[config.mk]
export PLATFORM = sky130hd
export DESIGN_NAME = multu_seq
export DESIGN_NICKNAME = d
export VERILOG_FILES = /design/src/rtl/multu_seq_pkg.sv /design/src/rtl/multu_seq_hilo_reg.sv /design/src/rtl/multu_seq.sv
export SDC_FILE = /design/constraint.sdc
export NUM_CORES = 1
export LEC_CHECK = 0
export CORE_MARGIN = 1
export CORE_UTILIZATION = 50
export CTS_CLUSTER_DIAMETER = 50
export CTS_CLUSTER_SIZE = 20
export DETAILED_ROUTE_END_ITERATION = 10
export PLACE_DENSITY_LB_ADDON = 0.25
export SYNTH_ARGS = -nofsm -noshare
export SYNTH_HDL_FRONTEND = slang
export SYNTH_HIERARCHICAL = 1
export SYNTH_SLANG_ARGS = --single-unit
[constraint.sdc]
create_clock -name clk -period 4.45 [get_ports clk]
set_clock_uncertainty 0.1 [all_clocks]
set_input_delay 0.445 -clock clk [delete_from_list [all_inputs] [get_ports clk]]
set_output_delay 0.445 -clock clk [all_outputs]
set_load 0.01 [all_outputs]
[src/rtl/multu_seq_pkg.sv]
// Shared function codes, FSM encoding and the shift-add step for the
// sequential unsigned multiplier and the ALU control that drives it.
package multu_seq_pkg;

  localparam logic [5:0] FN_ADD   = 6'b100000;
  localparam logic [5:0] FN_SUB   = 6'b100010;
  localparam logic [5:0] FN_AND   = 6'b100100;
  localparam logic [5:0] FN_OR    = 6'b100101;
  localparam logic [5:0] FN_SLT   = 6'b101010;
  localparam logic [5:0] FN_SRL   = 6'b000010;
  localparam logic [5:0] FN_MULTU = 6'b011001;
  localparam logic [5:0] FN_DONE  = 6'b111111;
  localparam logic [5:0] FN_MFHI  = 6'b010000;
  localparam logic [5:0] FN_MFLO  = 6'b010010;

  // Iteration count value on entry to the final shift-add step.
  localparam logic [5:0] ITER_LAST = 6'd31;

  typedef enum logic [1:0] {
    ST_IDLE = 2'd0,
    ST_RUN  = 2'd1,
    ST_FULL = 2'd2
  } state_t;

  // One shift-add step; the 33-bit upper sum keeps the carry in the shift.
  function automatic logic [63:0] shift_add(input logic [63:0] prod,
                                            input logic [31:0] mcand);
    logic [32:0] upper;
    if (prod[0]) begin
      upper = {1'b0, prod[63:32]} + {1'b0, mcand};
    end else begin
      upper = {1'b0, prod[63:32]};
    end
    return {upper, prod[31:1]};
  endfunction

endpackage

[src/rtl/multu_seq_hilo_reg.sv]
// HI/LO product storage, written only on a commit, with the MFHI/MFLO read mux.
module hilo_reg
  import multu_seq_pkg::*;
#(
  parameter logic [5:0] MFHI = FN_MFHI,
  parameter logic [5:0] MFLO = FN_MFLO
) (
  input  logic        clk,
  input  logic        rst_n,
  input  logic        we,
  input  logic [63:0] wdata,
  input  logic [5:0]  Signal,
  output logic [31:0] dataOut
);

  logic [31:0] hi_r;
  logic [31:0] lo_r;

  // HI/LO storage register.
  always_ff @(posedge clk or negedge rst_n) begin
    if (!rst_n) begin
      hi_r <= 32'd0;
      lo_r <= 32'd0;
    end else if (we) begin
      hi_r <= wdata[63:32];
      lo_r <= wdata[31:0];
    end else begin
      hi_r <= hi_r;
      lo_r <= lo_r;
    end
  end

  // Non-destructive read mux.
  always_comb begin
    dataOut = 32'd0;
    if (Signal == MFHI) begin
      dataOut = hi_r;
    end else if (Signal == MFLO) begin
      dataOut = lo_r;
    end else begin
      dataOut = 32'd0;
    end
  end

endmodule

[src/rtl/multu_seq.sv]
// Sequential 32x32 unsigned shift-add multiplier: one MULTU code per
// iteration, DONE commits the product into HI/LO.
module multu_seq
  import multu_seq_pkg::*;
#(
  parameter logic [5:0] MULTU = FN_MULTU,
  parameter logic [5:0] DONE  = FN_DONE,
  parameter logic [5:0] MFHI  = FN_MFHI,
  parameter logic [5:0] MFLO  = FN_MFLO
) (
  input  logic        clk,
  input  logic        rst_n,
  input  logic [5:0]  Signal,
  input  logic [31:0] dataA,
  input  logic [31:0] dataB,
  output logic [31:0] dataOut,
  output logic        busy,
  output logic        done
);

  state_t      state_r, state_s;
  logic [63:0] prod_r, prod_s;
  logic [31:0] mcand_r, mcand_s;
  logic [5:0]  cnt_r, cnt_s;
  logic        done_r;
  logic        commit_s;

  // FSM and datapath state registers.
  always_ff @(posedge clk or negedge rst_n) begin
    if (!rst_n) begin
      state_r <= ST_IDLE;
      prod_r  <= 64'd0;
      mcand_r <= 32'd0;
      cnt_r   <= 6'd0;
      done_r  <= 1'b0;
    end else begin
      state_r <= state_s;
      prod_r  <= prod_s;
      mcand_r <= mcand_s;
      cnt_r   <= cnt_s;
      done_r  <= commit_s;
    end
  end

  // Next-state, iteration and commit decode.
  always_comb begin
    state_s  = state_r;
    prod_s   = prod_r;
    mcand_s  = mcand_r;
    cnt_s    = cnt_r;
    commit_s = 1'b0;
    case (state_r)
      ST_IDLE: begin
        if (Signal == MULTU) begin
          // Operands are captured here only; RUN never looks at dataA/dataB.
          mcand_s = dataA;
          prod_s  = shift_add({32'd0, dataB}, dataA);
          cnt_s   = 6'd1;
          state_s = ST_RUN;
        end else begin
          cnt_s   = 6'd0;
          state_s = ST_IDLE;
        end
      end
      ST_RUN: begin
        if (Signal == MULTU) begin
          prod_s = shift_add(prod_r, mcand_r);
          cnt_s  = cnt_r + 6'd1;
          if (cnt_r == ITER_LAST) begin
            state_s = ST_FULL;
          end else begin
            state_s = ST_RUN;
          end
        end else begin
          cnt_s   = 6'd0;
          state_s = ST_IDLE;
        end
      end
      ST_FULL: begin
        if (Signal == DONE) begin
          commit_s = 1'b1;
          cnt_s    = 6'd0;
          state_s  = ST_IDLE;
        end else if (Signal == MULTU) begin
          state_s = ST_FULL;
        end else begin
          cnt_s   = 6'd0;
          state_s = ST_IDLE;
        end
      end
      default: begin
        cnt_s   = 6'd0;
        state_s = ST_IDLE;
      end
    endcase
  end

  assign busy = (state_r == ST_RUN);
  assign done = done_r;

  hilo_reg #(
    .MFHI (MFHI),
    .MFLO (MFLO)
  ) u_hilo (
    .clk     (clk),
    .rst_n   (rst_n),
    .we      (commit_s),
    .wdata   (prod_r),
    .Signal  (Signal),
    .dataOut (dataOut)
  );

endmodule

==> results of run 1 <==
power breakdown:
| group | leakage (nW) | switching (mW) | internal [mW] |
|---|---|---|---|
| combinational | 2.50 | 0.728 | 0.508 |
| sequential | 2.22 | 0.184 | 1.72 |
| clock | 0.277 | 0.657 | 0.789 |
| total | 4.99 | 1.57 | 3.02 |
registers in the layout (all words and copies together) (netlist names):
register	cells
u_hilo/lo_r	32
mcand_r	32
done	1
u_hilo/hi_r	32
state_r	2
cnt_r	6
prod_r	64
synthesized netlist by cell type, types with 5 or more instances:
| cell | count |
|---|---|
| dfrtp_1 | 169 |
| nand2_1 | 125 |
| nor2_1 | 73 |
| mux2_2 | 65 |
| a21oi_1 | 59 |
| a31oi_1 | 46 |
| mux2i_1 | 40 |
| clkbuf_1 | 35 |
| ha_1 | 33 |
| mux2_1 | 33 |
| nor3_2 | 31 |
| o21ai_0 | 30 |
| buf_2 | 19 |
| o21ai_1 | 19 |
| nand4_1 | 15 |
| nand3_1 | 14 |
| inv_1 | 12 |
| xnor2_1 | 12 |
| nor3_1 | 11 |
| xor2_1 | 11 |
| a21o_1 | 8 |
| and3_1 | 8 |
| o211ai_1 | 8 |
| a221oi_1 | 6 |
| buf_1 | 6 |
| o21bai_1 | 6 |
| o22ai_1 | 6 |
| a221o_1 | 5 |
| a222oi_1 | 5 |
| nand2b_1 | 5 |
critical path, delay by kind of cell:
family        cells  cell delay, ps
simple gates      2            1500
buf+inv           2             990
final timing paths:
path	start	end	slack (ps)
worst min-delay path	cnt_r[2]$_DFFE_PN0P_	cnt_r[2]$_DFFE_PN0P_	400
worst max register to register	prod_r[32]$_DFFE_PN0P_	prod_r[59]$_DFFE_PN0P_	1330
worst min register to register	cnt_r[2]$_DFFE_PN0P_	cnt_r[2]$_DFFE_PN0P_	400
worst max-delay path	Signal[0]	dataOut[31]	960
min in group asynchronous	rst_n	u_hilo/lo_r[3]$_DFFE_PN0P_	520
max in group asynchronous	rst_n	u_hilo/hi_r[11]$_DFFE_PN0P_	2780
kinds of logic after synthesis:
kind of cell               count (synthesis)  share of synthesized area, %
xor gates and xnor gates                  23                          2.07
buffers and inverters                     81                          4.05
and+or+nand+nor                          304                          15.6
DFF                                      169                          43.4
adders and majority gates                 34                          4.44
AOI/OAI and AO/OA                        232                          15.1
muxes                                    138                          15.4
metal layers:
metal	part of all wire, %	global-route usage, %
met1	47	37.7
met2	46	40.1
met3	5.0	3.75
met4	2.0	8.94
met5	0	0
area by class of cell:
cell class	instances	area, um2
inverter	14	52.6
clock buffer	19	433
fill	1595	7380
clock inverter	13	135
sequential	169	4230
tap	260	325
multi-input combinational	731	5140
timing repair buffer	120	1190
through the flow:
stage | power [mW] | instance area, um2 | utilization, %
2_1_floorplan | 2.75 | 9750 | -
3_3_place_gp | 3.12 | 10900 | 57.9
3_5_place_dp | 3.14 | 10900 | 57.9
4_1_cts | 4.60 | 11500 | 60.9
5_1_grt | 4.83 | 11500 | 60.9
6_report | 4.59 | 11500 | 60.9
cells in the final DEF, fill, tap and decap left out, types with 6 or more instances in the layout:
cell type	netlist	final
mux2i_1	40	40
o21ai_0	30	30
nor3_2	31	32
inv_1	12	12
nand2_1	125	125
mux2_1	33	33
dfrtp_1	169	169
xor2_1	11	11
clkdlybuf4s50_1	0	102
ha_1	33	33
o21ai_1	19	19
o22ai_1	6	6
o211ai_1	8	8
a221oi_1	6	6
clkbuf_16	0	17
and3_1	8	8
nor2_1	73	73
a31oi_1	46	46
nand4_1	15	15
mux2_2	65	65
nand3_1	14	14
a21oi_1	59	59
o21bai_1	6	6
nor3_1	11	10
a21o_1	8	8
buf_4	3	11
xnor2_1	12	12
==> results_dict.tcl, run 1 <==
set metrics [dict create \
    status "finished clean" \
    maxSlewHeadroom_pct 24.7 \
    layout.cells.non_filler 1326 \
    synth_area_leader_cell "dfrtp_1" \
    postSynthCellCount 981 \
    postCtsHoldBufs 1 \
    core_region_area_um2 18900 \
    avgSynthCellArea_um2 9.94 \
    p_per_area_nw_per_um2 399 \
    wl_um 25100 \
    async_flop_share_pct 100 \
    routedWlPerCell_um 18.9 \
    drv_slew 0 \
    synth_top_area_share_pct 43.4 \
    ys_types 68 \
    maxCapViolCount 0 \
    final.period_utilization_pct 78.3 \
    endpoint_kind "output port" \
    finalWorstSetupSlack_ps 964 \
    grt-ovfl-total 0 \
    hpwl_um 17500 \
    synthToLayoutAreaGrowth_pct 18.0 \
    pin_count 106 \
    drive_above_1_share_pct 14.2 \
    cts_resized 0 \
    setup_viol_count_final 0 \
    cts.sinks 169 \
    preCtsSetupSlack_ps 943 \
    fin_setup_tns_ps 0 \
    clk_pin_slew_ps 70 \
    synth.cell_area_um2 9750 \
    p_leak_nw 4.99 \
    cp-start-kind "input pin" \
    tritoncts "built" \
    grt_pass1_vias 7615 \
    ant_nets 0 \
    crit_path_cell_trace "clkdlybuf4s50_1 -> or4b_2 -> nor3_1 -> clkdlybuf4s50_1" \
    drt_pass1_iterations 5 \
    hold_viol 0 \
    dp_cells 1293 \
    period_minus_slack_ps 3490 \
    syn_nets 1087 \
    crit_slowest_cell "or4b_2" \
    rsz0062_at_grt "no" \
    dieWidth_um 142 \
    path_common_cell "clkdlybuf4s50_1" \
    drt_iter0_drc 591 \
    worst_pin_slew_ps 1130 \
    antenna_cells 0 \
    ys.flop_type "dfrtp_1" \
    synthTopCellsByArea "dfrtp_1 (43%), mux2_2 (7.5%), nand2_1 (4.8%), ha_1 (4.2%), mux2i_1 (4.1%)" \
    grt_max_degree 89 \
    vias 7957 \
    dieArea_um2 20100 \
    cts_max_level 4 \
    place_congestion 0.914 \
    hold_depth 1 \
    hp-class "reg -> reg" \
    drcViolationCount 0 \
    cts_buffers 17 \
    ir_drop_uv 267 \
    fmax_mhz 287 \
    cts_buffer_depth 2 \
    crit_type "in -> out" \
    grt_pass1_wl_um 40600 \
    placement_rows 50 \
    initial_utilization_pct 51.6 \
    max_stage_delay_ps 1160 \
    portBuffers 105 \
    postCtsSetupBuffers 0 \
    synth-edff-count 0 \
    cp.arrival_ps 2940 \
    track_usage_pct 26.1 \
    hold_ws_ps 396 \
    chipHeight_um 142 \
    ys_seq_area_share_pct 43.4 \
    path_max_fanout 32 \
    nNetsFinal 1159 \
    rr_worst_depth 9 \
    insertion_delay_ps 430 \
    ys_ff_latch 169 \
    cts_root_buffer "clkbuf_16" \
    required_ps 3900 \
    synth-warning-count 6 \
    antenna_found_initial 0 \
    vias_per_cell 6.00 \
]
Note: power is estimated with default switching activity, not from simulation.
==> run 2: changes to the inputs <==
==> constraint.sdc (replaced) <==
create_clock -name clk -period 2.9 [get_ports clk]
set_clock_uncertainty 0.1 [all_clocks]
set_input_delay 0.29 -clock clk [delete_from_list [all_inputs] [get_ports clk]]
set_output_delay 0.29 -clock clk [all_outputs]
set_load 0.01 [all_outputs]
==> run 2 against run 1 <==
Effect of this change:
- die area did not move
- utilization rose by 1.3 points
- sequential power rose by 53%
- sequential share of layout area fell by 0.74 points
- largest cell class unchanged
==> results_dict.tcl, run 2 (synthesis results as in run 1) <==
set metrics [dict create \
    reg2reg_from "prod_r[32]$_DFFE_PN0P_" \
    placement.cell_area_um2 11200 \
    hold_viol 0 \
    cp-start-kind "flop" \
    multi_input_area_um2 5150 \
    maxCapViolCount 0 \
    fillers 1603 \
    grt_max_degree 66 \
    required_ps 3160 \
    drt_pass1_iterations 5 \
    place_congestion 0.920 \
    cts_buffer_depth 2 \
    chipHeight_um 142 \
    max_stage_delay_ps 420 \
    fmax_mhz 354 \
    setup_viol_count_final 0 \
    layout_commonest_cell "dfrtp_1" \
    drive_above_1_share_pct 16.8 \
    cts_root_buffer "clkbuf_16" \
    largest_reg_flops 64 \
    placement_rows 50 \
    period_minus_slack_ps 2830 \
    antenna_cells 0 \
    cts_max_level 4 \
    cts_buffers 17 \
    switchingPower_mw 2.41 \
    crit_type "reg -> reg" \
    clk_pin_slew_ps 70 \
    r2r-end "prod_r[59]$_DFFE_PN0P_" \
    synthToLayoutAreaGrowth_pct 20.5 \
    crit_slowest_cell "fa_1" \
    final_cell_mix "dfrtp_1 (169), nand2_1 (125), clkdlybuf4s50_1 (102)" \
    worst_pin_slew_ps 688 \
    tritoncts "built" \
    pwr-share-seq_pct 42.0 \
    ant_nets 0 \
    pin_count 106 \
    grt_pass1_vias 7779 \
    grt-ovfl-total 0 \
    combPwrFrac_pct 28.2 \
    cp-endpoint "prod_r[59]$_DFFE_PN0P_" \
    hp-class "in -> reg" \
    drt_iter0_drc 588 \
    p_per_area_nw_per_um2 594 \
    p_leak_nw 5.14 \
    maxSlewHeadroom_pct 54.1 \
    hold_depth 4 \
    final.period_utilization_pct 97.4 \
    critPathLaunch "prod_r[32]$_DFFE_PN0P_" \
    track_usage_pct 26.6 \
    initial_utilization_pct 51.6 \
    drcViolationCount 0 \
    final_area_um2 11700 \
    regArea_um2 4230 \
    wl_um 25300 \
    routedWlPerCell_um 18.7 \
    core_region_area_um2 18900 \
    endpoint_kind "flop" \
    utilization_pct 62.2 \
    vias 7992 \
    nNetsFinal 1190 \
    drv_slew 0 \
    vias_per_cell 5.90 \
    rsz0062_at_grt "yes" \
    wl_met3_um 1410 \
    internal_power_mw 4.57 \
    path_max_fanout 3 \
    insertion_delay_ps 440 \
    routed-wl-met2_um 11600 \
    m1WireLength_um 12000 \
    largest_register "prod_r" \
    cp.arrival_ps 3090 \
    hpwl_um 18200 \
    antenna_found_initial 1 \
    dieArea_um2 20100 \
    p_clk_share_pct 29.8 \
    top_layer "met5" \
    grt_pass1_wl_um 41300 \
    cts.sinks 169 \
    dieWidth_um 142 \
    crit_path_cell_trace "ha_1 -> fa_1 -> a21oi_1 -> o211ai_1 -> a21oi_2 -> o31ai_1 -> and2_1 -> or4_1 -> a31oi_1" \
    portBuffers 105 \
    rrSetupSlack_ps 70 \
    rr_worst_depth 9 \
    switching_share_pct 34.5 \
    ir_drop_uv 447 \
    status "finished clean" \
]
[run 2: changes by cell type in the layout (fill, tap and decap cells not counted), sizes merged]
cell	previous run	this run
clkinv	5	9
clkbuf	19	17
buf	17	48
bufinv	1	0
inv	20	17
[run 2: critical path: cells and delay by family (launching register included)]
family | cells | cell delay, ps
DFF | 1 | 390
AOI/OAI and AO/OA | 5 | 1040
and+or+nand+nor | 2 | 580
adders and majority gates | 2 | 650
[run 2: metal layers]
layer	vias to the layer above	GRT usage (%)
met2	251	41.9
met3	31	4.69
met5	-	0
met1	3925	38.2
li1	3783	-
met4	2	6.34
[run 2: through the flow]
| stage | setup TNS (ps) | total power [mW] | cells | hold WS [ps] | setup slack [ps] |
|---|---|---|---|---|---|
| finish | 0 | 6.98 | 1355 | 229 | 75.0 |
| global route | -14.2 | 7.36 | 1355 | 249 | -14.2 |
| CTS | 0 | 6.97 | 1355 | 222 | 28.8 |
| detailed placement | 0 | 4.89 | 1324 | 203 | 27.5 |
| global placement | 0 | 4.86 | 1324 | 199 | 71.2 |
| floorplan | 0 | 4.22 | 981 | -106 | 328 |
[run 2: timing repair]
item                       4_1_cts  5_1_grt
buffers inserted                 0        0
hold endpoints to repair        55        0
resized for setup                0        4
setup endpoints to repair        0        8
hold buffers                     1        0
[run 2: cell type report]
class                   count  area share, %
multi-input cells         731           43.8
flip-flops and latches    169           36.0
repair buffers            151           12.5
clock buffers              17           3.62
well taps                 260           2.77
clock inverters            13          0.820
inverters                  14          0.447
[run 2: worst min-delay path by stage]
stage,start,slack (ps),endpoint
after detailed placement,rst_n,200,prod_r[3]$_DFFE_PN0P_
after global placement,rst_n,200,prod_r[6]$_DFFE_PN0P_
after global routing,Signal[1],250,cnt_r[0]$_DFFE_PN0P_
final,Signal[1],230,cnt_r[0]$_DFFE_PN0P_
after CTS,Signal[1],220,cnt_r[0]$_DFFE_PN0P_
after floorplan,rst_n,-110,cnt_r[0]$_DFFE_PN0P_
[run 2: power groups by stage]
| stage | Clock (mW) | Combinational [mW] | Sequential, mW |
|---|---|---|---|
| floorplan | 0 | 1.37 | 2.85 |
| CTS | 2.11 | 1.94 | 2.92 |
| global route | 2.21 | 2.18 | 2.97 |
| finish | 2.08 | 1.97 | 2.93 |
| detailed placement | 0 | 1.93 | 2.96 |
| global placement | 0 | 1.91 | 2.95 |
==> run 3: changes to the inputs <==
--- a/config.mk
+++ b/config.mk
@@ -7,9 +7,11 @@
 export LEC_CHECK = 0
 export CORE_MARGIN = 1
 export CORE_UTILIZATION = 50
+export CTS_BUF_LIST = sky130_fd_sc_hd__clkbuf_8 sky130_fd_sc_hd__clkbuf_16
 export CTS_CLUSTER_DIAMETER = 50
 export CTS_CLUSTER_SIZE = 20
 export DETAILED_ROUTE_END_ITERATION = 10
+export HOLD_SLACK_MARGIN = 0.15
 export PLACE_DENSITY_LB_ADDON = 0.25
 export SYNTH_ARGS = -nofsm -noshare
 export SYNTH_HDL_FRONTEND = slang
==> results of run 3 <==
The final DEF is identical to that of run 2; final timing and power are the same.
